===== config.mk =====
export PLATFORM = sky130hd
export DESIGN_NAME = spi_cfg_master
export DESIGN_NICKNAME = d
export VERILOG_FILES = /design/src/rtl/spi_cfg_master.sv
export SDC_FILE = /design/constraint.sdc
export NUM_CORES = 1
export LEC_CHECK = 0
export CAP_MARGIN = 15
export CELL_PAD_IN_SITES_DETAIL_PLACEMENT = 0
export CELL_PAD_IN_SITES_GLOBAL_PLACEMENT = 1
export CORE_MARGIN = 8
export CORE_UTILIZATION = 40
export DETAILED_ROUTE_END_ITERATION = 7
export PLACE_DENSITY = 0.81
export SKIP_LAST_GASP = 1
export SYNTH_ARGS = -nofsm -noshare
export SYNTH_HDL_FRONTEND = slang
export SYNTH_SLANG_ARGS = --single-unit
export TNS_END_PERCENT = 30

===== constraint.sdc =====
create_clock -name clk -period 2.68 [get_ports clk]
set_clock_uncertainty 0.15 [all_clocks]
set_input_delay 0.536 -clock clk [delete_from_list [all_inputs] [get_ports clk]]
set_output_delay 0.536 -clock clk [all_outputs]
set_load 0.02 [all_outputs]

===== src/rtl/spi_cfg_master.sv =====
// spi_cfg_master: two-port round-robin SPI write master.
// Each grant becomes one 16-bit mode-0 frame {1, addr, data}.
module spi_cfg_master #(
    parameter int HALF_PERIOD = 4,
    parameter int CS_GAP      = 8
) (
    input  logic       clk,
    input  logic       rst_n,
    input  logic       req0,
    input  logic       req1,
    input  logic [6:0] addr0,
    input  logic [6:0] addr1,
    input  logic [7:0] data0,
    input  logic [7:0] data1,
    output logic       ack0,
    output logic       ack1,
    output logic       busy,
    output logic       sclk,
    output logic       copi,
    output logic       ncs
);

    typedef enum logic [2:0] {
        IDLE, SETUP, HIGH, LOW, HOLD, GAP
    } state_t;

    localparam logic [7:0] HP_LAST  = 8'(HALF_PERIOD - 1);
    localparam logic [7:0] GAP_LAST = 8'(CS_GAP - 1);

    state_t      r_state, w_state;
    logic [7:0]  r_cnt, w_cnt;
    logic [4:0]  r_edges, w_edges;
    logic [15:0] r_shift, w_shift;
    logic        r_last, w_last;
    logic        r_gnt, w_gnt;
    logic        r_sclk, w_sclk;
    logic        r_copi, w_copi;
    logic        r_ncs, w_ncs;
    logic        r_ack0, w_ack0;
    logic        r_ack1, w_ack1;
    logic        w_hp_done;

    assign w_hp_done = (r_cnt == HP_LAST);

    always_ff @(posedge clk or negedge rst_n) begin
        if (!rst_n) begin
            r_state <= IDLE;
            r_cnt   <= '0;
            r_edges <= '0;
            r_shift <= '0;
            r_last  <= 1'b1;
            r_gnt   <= 1'b0;
            r_sclk  <= 1'b0;
            r_copi  <= 1'b0;
            r_ncs   <= 1'b1;
            r_ack0  <= 1'b0;
            r_ack1  <= 1'b0;
        end else begin
            r_state <= w_state;
            r_cnt   <= w_cnt;
            r_edges <= w_edges;
            r_shift <= w_shift;
            r_last  <= w_last;
            r_gnt   <= w_gnt;
            r_sclk  <= w_sclk;
            r_copi  <= w_copi;
            r_ncs   <= w_ncs;
            r_ack0  <= w_ack0;
            r_ack1  <= w_ack1;
        end
    end

    always_comb begin
        w_state = r_state;
        w_cnt   = r_cnt + 8'd1;
        w_edges = r_edges;
        w_shift = r_shift;
        w_last  = r_last;
        w_gnt   = r_gnt;
        w_sclk  = r_sclk;
        w_copi  = r_copi;
        w_ncs   = r_ncs;
        w_ack0  = 1'b0;
        w_ack1  = 1'b0;
        case (r_state)
            IDLE: begin
                w_cnt = '0;
                if (req0 || req1) begin
                    // on contention, serve whoever was not granted last
                    w_gnt   = (req0 && req1) ? ~r_last : req1;
                    w_last  = w_gnt;
                    w_shift = w_gnt ? {1'b1, addr1, data1}
                                    : {1'b1, addr0, data0};
                    w_state = SETUP;
                    w_edges = '0;
                    w_ncs   = 1'b0;
                    w_sclk  = 1'b0;
                    w_copi  = w_shift[15];
                end
            end
            SETUP, LOW: begin
                if (w_hp_done) begin
                    w_state = HIGH;
                    w_cnt   = '0;
                    w_sclk  = 1'b1;
                    w_edges = r_edges + 5'd1;
                end
            end
            HIGH: begin
                if (w_hp_done) begin
                    w_cnt  = '0;
                    w_sclk = 1'b0;
                    if (r_edges == 5'd16) begin
                        w_state = HOLD;
                    end else begin
                        w_state = LOW;
                        w_shift = {r_shift[14:0], r_shift[15]};
                        w_copi  = w_shift[15];
                    end
                end
            end
            HOLD: begin
                if (w_hp_done) begin
                    w_state = GAP;
                    w_cnt   = '0;
                    w_ncs   = 1'b1;
                    w_copi  = 1'b0;
                end
            end
            GAP: begin
                if (r_cnt == GAP_LAST) begin
                    w_state = IDLE;
                    w_cnt   = '0;
                    w_ack0  = ~r_gnt;
                    w_ack1  = r_gnt;
                end
            end
            default: begin
                w_state = IDLE;
            end
        endcase
    end

    assign ack0 = r_ack0;
    assign ack1 = r_ack1;
    assign busy = (r_state != IDLE);
    assign sclk = r_sclk;
    assign copi = r_copi;
    assign ncs  = r_ncs;

endmodule


==> impl_metrics.yaml <==
floorplan:
  die_w_um: 89.5
  io_pins: 40
  start_util_pct: 41.8
  placementRows: 26
  coreArea_mm2: 0.00517
  die_area_mm2: 0.00801
  die-height_um: 89.5
place:
  io_buffers: 39
  gp_congestion: 0.745
  dpl_cell_area_mm2: 0.00266
  hpwl_mm: 3.50
setup_path:
  rrSetupSlack_ps: 360
  crit_type: "reg -> out"
  cp.required_ps: 1990
  worst_setup_path_start_kind: "flop"
  arrival_ps: 1800
  critPathCaptureType: "output port"
  crit_fanout: 5
run_status:
  outcome: "finished, final reports clean"
global_routing:
  grt-ovfl-total: 0
  grt_pass1_wl_mm: 7.90
  grt_start_max_net_pins: 40
  track_usage_pct: 12.9
  antenna_found_initial: 0
  grt_pass1_vias: 1655
logic_synthesis:
  synth_top_area_cell: "dfrtp_1"
  synth_area_per_cell_um2: 9.91
  ys_seq_area_share_pct: 45.3
  synth.net_count: 255
  synth_seq_cells: 39
  synth.area.top_cells: "dfrtp_1 (43%), mux2_2 (8.3%), mux2i_1 (7.4%)"
  syn_area_mm2: 0.00216
  yosysTopAreaCellShare_pct: 42.8
  synth_cell_type_count: 42
  synth_warnings: 0
  syn_inst: 218
timing:
  final-hold-violation-count: 0
  final.min_clock_period_ps: 2480
  setup_viol: 0
  final.setup.tns_ps: 0
  finalMaxSlewViolations: 0
  tightest_slew_ps: 882
  min_period_over_period_pct: 92.6
  rsz0062_at_grt: "false"
  relSlewSlack_pct: 41.2
  max_freq_mhz: 403
drt:
  viasPerCell: 5.08
  routed_wl_mm: 4.79
  ant_nets: 0
  drtPass1Iterations: 4
  drt_iter0_drc: 103
  wl_per_cell_um: 14.4
  via_count: 1693
  drc: 0
clocking:
  post_cts_resized: 0
  cts_tree: "yes"
  numCtsBuffers: 5
  post_cts_buffers: 0
  clk_latency_ps: 290
  cts_sinks: 39
  htree_levels: 2
  clockBufferDepth: 2
  cts-hold-fix-buffers: 0
  cts-root-buf: "clkbuf_8"
  path_clk_slew_ps: 70
final_layout:
  area_growth_pct: 27.0
  final_util_pct: 53.0
  layout-drive-gt1-share_pct: 16.3
  final_design_area_no_fill_mm2: 0.00274
  antenna_cells: 0
  fin_nets: 299
  n_fill_cell: 460
job:
  max_cap_viol_count: 0
power_and_ir_drop:
  power_density_mw_per_mm2: 909
  leakagePower_nw: 1.18
  ir_worst_vdd_uv: 418
  power_mw: 2.49
min_path:
  min_path_type: "in -> async"
## critical path, stage by stage (launching register included)
cell and delay [ps]:
dfrtp_1 380, or2_1 250, nor2_2 160, inv_1 140, clkdlybuf4s50_1 560
## cell families after synthesis
| family | share of synthesized area (%) |
|---|---|
| DFF | 45.3 |
| AOI/OAI and AO/OA | 11.9 |
| muxes | 16.3 |
| and+or+nand+nor | 18.1 |
| buffers and inverters | 3.88 |
| xor gates and xnor gates | 2.84 |
| adders and majority gates | 1.74 |
## stage by stage
stage	instances	hold slack, ps	setup slack (ps)
4_1_cts	333	237	182
5_1_grt	333	285	110
3_3_place_gp	325	293	335
3_5_place_dp	325	302	277
2_1_floorplan	218	90.4	474
6_report	333	208	199
## routing by layer
metal  vias to the layer above  wire length (um)  global-route usage [%]
li1                        858                 -                       -
met1                       801              2170                    16.1
met2                        28              2280                    20.2
met3                         6               261                    3.40
met4                         0                80                    5.89
met5                         -                 0                       0
## cell type report
cell class                 instances  area (um2)  area share (%)
sequential                        39         978            35.7
inverter                           6        22.5           0.821
multi-input combinational        161        1100            40.2
tap                               70        87.6            3.19
clock buffer                       8        80.1            2.92
timing repair buffer              49         473            17.2
## Yosys cell counts
| cell | number |
|---|---|
| dfrtp_1 | 37 |
| nand2_1 | 26 |
| nor2_1 | 21 |
| o21ai_0 | 20 |
| mux2_2 | 16 |
| mux2i_1 | 16 |
| nand3_1 | 10 |
| a21oi_1 | 8 |
| clkbuf_1 | 6 |
| inv_1 | 6 |
| buf_2 | 4 |
| xor2_1 | 4 |
| and3_1 | 3 |
| ha_1 | 3 |
| o21ai_1 | 3 |
| xnor2_1 | 3 |
| a22o_1 | 2 |
| a31oi_1 | 2 |
| dfstp_2 | 2 |
| nor2_2 | 2 |
| nor4b_4 | 2 |
| or4_1 | 2 |
| a211oi_1 | 1 |
| a21boi_0 | 1 |
| a221oi_1 | 1 |
| a31o_2 | 1 |
| a32o_1 | 1 |
| and2_1 | 1 |
| and3b_1 | 1 |
| buf_4 | 1 |
| buf_6 | 1 |
| mux2_1 | 1 |
| nor3_1 | 1 |
| nor3b_1 | 1 |
| nor4_2 | 1 |
| nor4b_1 | 1 |
| nor4bb_1 | 1 |
| o21a_1 | 1 |
| o22ai_2 | 1 |
| o32ai_1 | 1 |
| or2_1 | 1 |
| or2_2 | 1 |
## final timing paths
kind | from | to | depth (start not counted)
min reg2reg | r_cnt[0] | r_cnt[0] | 1
max | r_state[1] | busy | 4
min | rst_n | r_cnt[3] | 1
min in group clk | r_cnt[0] | r_cnt[0] | 1
max reg2reg | r_cnt[0] | copi | 6
max in group asynchronous | rst_n | r_edges[0] | 1
## power breakdown
group | internal, mW | total, mW | switching [mW] | leakage, nW
registers | 0.818 | 0.951 | 0.133 | 0.482
logic | 0.604 | 1.16 | 0.557 | 0.654
clock network | 0.185 | 0.382 | 0.197 | 0.0395
## cells in the final DEF (no fill, tap or decap), types with 2 or more instances in the layout
cell and count:
clkdlybuf4s50_1 38, dfrtp_1 37, nand2_1 26, nor2_1 21, o21ai_0 20, mux2i_1 16
mux2_2 16, nand3_1 10, buf_4 9, a21oi_1 8, inv_1 6, clkbuf_8 5
xor2_1 4, o21ai_1 3, and3_1 3, xnor2_1 3, ha_1 3, clkbuf_1 3
or4_1 2, a31oi_1 2, nor2_2 2, nor4b_4 2, a22o_1 2, dfstp_2 2
## registers in the layout, indices dropped and copies added, names as in the netlist
name and count:
r_shift 16, copi 1, ncs 1, sclk 1
ack0 1, r_gnt 1, ack1 1, r_state 3
r_cnt 8, r_last 1, r_edges 5
No activity file was read; power rests on OpenSTA's default activity.
